===== src/rtl/nn_ctrl_pkg.sv =====
// Shared control definitions for the neuron MAC sequencer: pass states and the
// width helper used to size the element index.
package nn_ctrl_pkg;

  localparam int STATE_W = 3;

  typedef enum logic [STATE_W-1:0] {
    S_IDLE  = 3'd0,
    S_CLR   = 3'd1,
    S_FEED  = 3'd2,
    S_DRAIN = 3'd3,
    S_DONE  = 3'd4
  } state_e;

  // A single-element pass still needs a 1-bit index port.
  function automatic int idx_w(input int n);
    return (n > 1) ? $clog2(n) : 1;
  endfunction

endpackage


===== src/rtl/mac_sequencer_if.sv =====
// Scheduler-side handshake and datapath control strobes of one MAC sequencer.
interface mac_sequencer_if #(
  parameter int N = 2
);
  localparam int IDX_W = nn_ctrl_pkg::idx_w(N);

  logic             start;
  logic             abort;
  logic             sel_rst;
  logic             inc;
  logic [IDX_W-1:0] idx;
  logic             acc_clr;
  logic             acc_en;
  logic             out_ld;
  logic             busy;
  logic             done;

  modport master (
    output start, abort,
    input  sel_rst, inc, idx, acc_clr, acc_en, out_ld, busy, done
  );

  modport slave (
    input  start, abort,
    output sel_rst, inc, idx, acc_clr, acc_en, out_ld, busy, done
  );

endinterface


===== src/rtl/mac_sequencer_pulse_delay.sv =====
// LAT-stage single-bit delay line with async clear and synchronous flush;
// turns the selector step strobe into the accumulate enable.
module pulse_delay #(
  parameter int LAT = 1
) (
  input  logic clk,
  input  logic rst,
  input  logic flush,
  input  logic din,
  output logic dout
);

  logic [LAT-1:0] sr_q, sr_d;

  generate
    if (LAT == 1) begin : g_one
      always_comb begin
        sr_d = flush ? 1'b0 : din;
      end
    end else begin : g_multi
      always_comb begin
        sr_d = flush ? '0 : {sr_q[LAT-2:0], din};
      end
    end
  endgenerate

  always_ff @(posedge clk or posedge rst) begin
    if (rst) sr_q <= '0;
    else     sr_q <= sr_d;
  end

  assign dout = sr_q[LAT-1];

endmodule


===== src/rtl/mac_sequencer.sv =====
// One dot-product pass controller: clear, feed N operand pairs, drain the
// multiplier pipeline, then load the result and pulse done.
module mac_sequencer
  import nn_ctrl_pkg::*;
#(
  parameter int N        = 2,
  parameter int PIPE_LAT = 1
) (
  input  logic             clk,
  input  logic             rst,
  mac_sequencer_if.slave   bus
);

  localparam int IDX_W = idx_w(N);
  localparam int CNT_W = $clog2(PIPE_LAT + 1);

  state_e           state_q, state_d;
  logic [IDX_W-1:0] idx_q, idx_d;
  logic [CNT_W-1:0] drain_q, drain_d;
  logic             sel_rst_q, sel_rst_d;
  logic             inc_q, inc_d;
  logic             acc_clr_q, acc_clr_d;
  logic             out_ld_q, out_ld_d;
  logic             busy_q, busy_d;
  logic             done_q, done_d;
  logic             flush;
  logic             acc_en;

  always_comb begin
    state_d = state_q;
    flush   = 1'b0;
    case (state_q)
      S_IDLE:  if (bus.start && !bus.abort) state_d = S_CLR;
      S_CLR:   state_d = S_FEED;
      S_FEED:  if (idx_q == IDX_W'(N - 1)) state_d = S_DRAIN;
      S_DRAIN: if (drain_q == CNT_W'(PIPE_LAT - 1)) state_d = S_DONE;
      S_DONE:  state_d = (bus.start && !bus.abort) ? S_CLR : S_IDLE;
      default: state_d = S_IDLE;
    endcase
    if (bus.abort && (state_q inside {S_CLR, S_FEED, S_DRAIN})) begin
      state_d = S_IDLE;
      flush   = 1'b1;
    end
  end

  // Outputs are decoded from the next state and registered so every strobe
  // comes straight from a flop while keeping Moore timing.
  always_comb begin
    idx_d     = '0;
    drain_d   = '0;
    if (state_d == S_FEED && state_q == S_FEED)   idx_d   = idx_q + IDX_W'(1);
    if (state_d == S_DRAIN && state_q == S_DRAIN) drain_d = drain_q + CNT_W'(1);
    sel_rst_d = (state_d == S_CLR);
    acc_clr_d = (state_d == S_CLR);
    inc_d     = (state_d == S_FEED);
    out_ld_d  = (state_d == S_DONE);
    done_d    = (state_d == S_DONE);
    busy_d    = (state_d != S_IDLE);
  end

  always_ff @(posedge clk or posedge rst) begin
    if (rst) begin
      state_q   <= S_IDLE;
      idx_q     <= '0;
      drain_q   <= '0;
      sel_rst_q <= 1'b0;
      inc_q     <= 1'b0;
      acc_clr_q <= 1'b0;
      out_ld_q  <= 1'b0;
      busy_q    <= 1'b0;
      done_q    <= 1'b0;
    end else begin
      state_q   <= state_d;
      idx_q     <= idx_d;
      drain_q   <= drain_d;
      sel_rst_q <= sel_rst_d;
      inc_q     <= inc_d;
      acc_clr_q <= acc_clr_d;
      out_ld_q  <= out_ld_d;
      busy_q    <= busy_d;
      done_q    <= done_d;
    end
  end

  pulse_delay #(.LAT(PIPE_LAT)) u_acc_dly (
    .clk   (clk),
    .rst   (rst),
    .flush (flush),
    .din   (inc_q),
    .dout  (acc_en)
  );

  assign bus.sel_rst = sel_rst_q;
  assign bus.inc     = inc_q;
  assign bus.idx     = idx_q;
  assign bus.acc_clr = acc_clr_q;
  assign bus.acc_en  = acc_en;
  assign bus.out_ld  = out_ld_q;
  assign bus.busy    = busy_q;
  assign bus.done    = done_q;

endmodule

===== src/flat_wrapper.sv =====
// flat-port wrapper written by rule: the top's interface ports become plain ports
module mac_sequencer_flat import nn_ctrl_pkg::*;
#(
  parameter int N        = 2,
  parameter int PIPE_LAT = 1
)
  (clk, rst, bus_start, bus_abort, bus_sel_rst, bus_inc, bus_idx, bus_acc_clr, bus_acc_en, bus_out_ld, bus_busy, bus_done);
  mac_sequencer_if #(.N(N)) bus_i ();
  input  logic clk;
  input  logic rst;
  input wire logic [$bits(bus_i.start)-1:0] bus_start;
  input wire logic [$bits(bus_i.abort)-1:0] bus_abort;
  output wire logic [$bits(bus_i.sel_rst)-1:0] bus_sel_rst;
  output wire logic [$bits(bus_i.inc)-1:0] bus_inc;
  output wire logic [$bits(bus_i.idx)-1:0] bus_idx;
  output wire logic [$bits(bus_i.acc_clr)-1:0] bus_acc_clr;
  output wire logic [$bits(bus_i.acc_en)-1:0] bus_acc_en;
  output wire logic [$bits(bus_i.out_ld)-1:0] bus_out_ld;
  output wire logic [$bits(bus_i.busy)-1:0] bus_busy;
  output wire logic [$bits(bus_i.done)-1:0] bus_done;
  assign bus_i.start = bus_start;
  assign bus_i.abort = bus_abort;
  assign bus_sel_rst = bus_i.sel_rst;
  assign bus_inc = bus_i.inc;
  assign bus_idx = bus_i.idx;
  assign bus_acc_clr = bus_i.acc_clr;
  assign bus_acc_en = bus_i.acc_en;
  assign bus_out_ld = bus_i.out_ld;
  assign bus_busy = bus_i.busy;
  assign bus_done = bus_i.done;
  mac_sequencer #(.N(N), .PIPE_LAT(PIPE_LAT)) u_core (.clk(clk), .rst(rst), .bus(bus_i));
endmodule

===== config.mk =====
export PLATFORM = sky130hd
export DESIGN_NAME = mac_sequencer_flat
export DESIGN_NICKNAME = d
export VERILOG_FILES = /design/src/rtl/nn_ctrl_pkg.sv /design/src/rtl/mac_sequencer_if.sv /design/src/rtl/mac_sequencer_pulse_delay.sv /design/src/rtl/mac_sequencer.sv /design/src/flat_wrapper.sv
export SDC_FILE = /design/constraint.sdc
export NUM_CORES = 1
export LEC_CHECK = 0
export CAP_MARGIN = 5
export CORE_UTILIZATION = 28
export CTS_CLUSTER_SIZE = 28
export DETAILED_ROUTE_END_ITERATION = 10
export SYNTH_ARGS = -nofsm -noshare
export SYNTH_HDL_FRONTEND = slang
export SYNTH_SLANG_ARGS = --single-unit

===== constraint.sdc =====
create_clock -name clk -period 1.95 [get_ports clk]
set_input_delay 0.39 -clock clk [delete_from_list [all_inputs] [get_ports clk]]
set_output_delay 0.39 -clock clk [all_outputs]
set_load 0.05 [all_outputs]

==> impl_metrics.toml <==
[pwr]
combPwrFrac = 0.188
ir_drop_mv = 0.2726
intPower_mw = 0.3236
p_leak_nw = 0.2346
netSwitchingFraction = 0.2785
p_switching_mw = 0.1249
clkPwrFrac = 0.294
pwr-share-seq = 0.518
p_per_area_mw_per_mm2 = 841.4

[critical_path]
critical_path_arrival_ns = 1.40
start_kind = "register"
path_cells = "clkdlybuf4s50_1"
worstRegToRegCells = 2
max_stage_delay_ns = 0.80
reg2reg_from = "u_core.state_q[1]"
cp.required_ns = 1.56
critPathSlowestCell = "clkdlybuf4s50_1"
crit_cells = 1
crit_path_end_kind = "primary output"
rrSetupSlack_ns = 0.77
crit_type = "reg2out"
cpLargestDelayFamily = "buffers and inverters"
crit_buf_inv = 1
crit_fanout = 2
rr_endpoint = "u_core.bus.out_ld"

[clock_network]
hold_buffers = 0
post_cts_buffers = 0
cts_buffer_depth = 2
clk_latency_ns = 0.26
clkTransAtPathRegs_ns = 0.06
root_buffer = "clkbuf_4"
cts_tree = "built"
htree_levels = 1
cts_buffers = 3
cts_sinks = 10
cts_resized = 0

[drt]
dr.pass1.iters = 2
viasPerCell = 4.724
drc = 0
wirelength_um = 696
wl_per_cell_um = 12.00
ant_nets = 0
drt_iter0_markers = 3
route.vias.total = 274

[global_routing]
grt_first_pass_wirelength_um = 1186
grt_pass1_vias = 271
track_usage = 0.1221
antenna_found_initial = 0
grt_overflow = 0
grt_max_degree = 12

[yosys]
yosys-top-cells-area = "dfrtp_1, or3b_1, buf_4, nor3b_1, o311a_2"
synth_largest_area_cell = "dfrtp_1"
yosys_warnings = 0
syn_nets = 36
postSynthRegisterBits = 10
synth_area_um2 = 404.1
synth.distinct_cells = 19
seq_area_frac_synth = 0.6192
avgSynthCellArea_um2 = 12.63
syn_inst = 32
synth_top_area_frac = 0.6192

[final_layout]
nets = 49
final_cell_area_um2 = 533.0
post-route-util = 0.4046
synthToLayoutAreaGrowth_pct = 31.89
drive_gt1_frac = 0.1395
diodes = 0

[timing]
fin_setup_tns_ns = 0
finalWorstPathRequiredPeriod_ns = 1.792
fmax_mhz = 558.0
setup_violations = 0
rsz0062_at_grt = "no"
skew_ns = 0.001154
drv_slew = 0
min_period_over_period = 0.9190
hold_violations = 0

[flow_run]
cap_violations = 0

[hold_path]
worst_hold_path_type = "in2async"

[die]
ioPinCount = 12
row_count = 13
start_util = 0.3067
die_w_um = 39.99
dieArea_mm2 = 0.001599
coreArea_mm2 = 0.001318
die_y_um = 39.99

[place]
dpl_cell_area_um2 = 510.5
portBuffers = 11
gp_congestion = 0.7576

[outcome]
status = "finished clean"
[placed cells by master (no fill, tap or decap)]
cell	netlist	layout
or3b_1	2	2
dfrtp_1	10	10
o31a_1	1	1
mux2i_1	1	1
nor2_1	1	1
o21bai_1	1	1
conb_1	1	1
nor4_1	1	1
a211oi_1	1	1
o311a_2	1	1
o21ai_0	1	1
clkdlybuf4s50_1	0	10
buf_4	2	1
nor3b_1	2	2
nor3_1	1	1
clkbuf_4	0	3
and3b_2	1	1
inv_1	2	2
nor4b_1	1	1
nand2b_1	1	1
[worst max-delay path by stage]
stage	from	end
finish	u_core.bus.inc	bus_inc
CTS	u_core.bus.inc	bus_inc
detailed placement	bus_abort	u_core.bus.out_ld
floorplan	u_core.bus.out_ld	bus_out_ld
global route	u_core.bus.sel_rst	bus_sel_rst
global placement	bus_abort	u_core.bus.out_ld
[power groups by stage]
stage / Combinational, mW / Clock (mW) / Sequential, mW
after floorplan: 0.0336 / 0 / 0.259
after global placement: 0.0846 / 0 / 0.235
after detailed placement: 0.0852 / 0 / 0.237
after CTS: 0.0855 / 0.141 / 0.232
after global routing: 0.0899 / 0.150 / 0.235
final: 0.0843 / 0.132 / 0.232
[flip-flops by register name (all words and copies together) (netlist names)]
register,cells
u_core.state_q,3
u_core.bus.busy,1
u_core.bus.idx,1
u_core.bus.inc,1
u_core.bus.out_ld,1
u_core.bus.sel_rst,1
u_core.drain_q,1
u_core.u_acc_dly.dout,1
[metrics by stage]
stage | cells | setup slack [ns] | total power, mW | hold slack [ns]
floorplan | 32 | 0.6737 | 0.2922 | 0.2302
global placement | 55 | 0.3230 | 0.3194 | 0.4696
detailed placement | 55 | 0.3149 | 0.3217 | 0.4747
CTS | 58 | 0.1327 | 0.4589 | 0.4126
global route | 58 | 0.1094 | 0.4745 | 0.4498
finish | 58 | 0.1580 | 0.4485 | 0.4073
[cells in the mapped netlist, drive strengths merged]
cell    instances
buf             3
a211oi          1
nor4b           1
o21bai          1
or3b            2
o31a            1
dfrtp          10
nor4            1
nor2            1
nor3b           2
mux2i           1
inv             2
o311a           1
and3b           1
nand2b          1
nor3            1
o21ai           1
conb            1
[layer usage]
layer | global-route usage | routed length, um | up-vias
li1 | - | - | 135
met1 | 0.1444 | 307 | 128
met2 | 0.1694 | 329 | 9
met3 | 0.05000 | 52 | 2
met4 | 0.1034 | 7 | 0
met5 | 0 | 0 | -
[cells by family (layout without fill, tap and decap cells)]
logic type | after synthesis | count (layout) | share of synthesized area
mux | 1 | 1 | 0.02477
simple gates | 10 | 10 | 0.1796
other cells | 1 | 1 | 0.009279
compound gates | 5 | 5 | 0.09908
buf+inv | 5 | 16 | 0.06810
flops | 10 | 10 | 0.6192
[cell type report]
type,instances,area (um2)
clock buffer,3,22.52
sequential,10,250.2
inverter,2,7.507
timing repair buffer,11,107.6
multi-input combinational,17,126.4
tap,15,18.77
fill,134,784.5
Note: power is estimated with default switching activity, not from simulation.
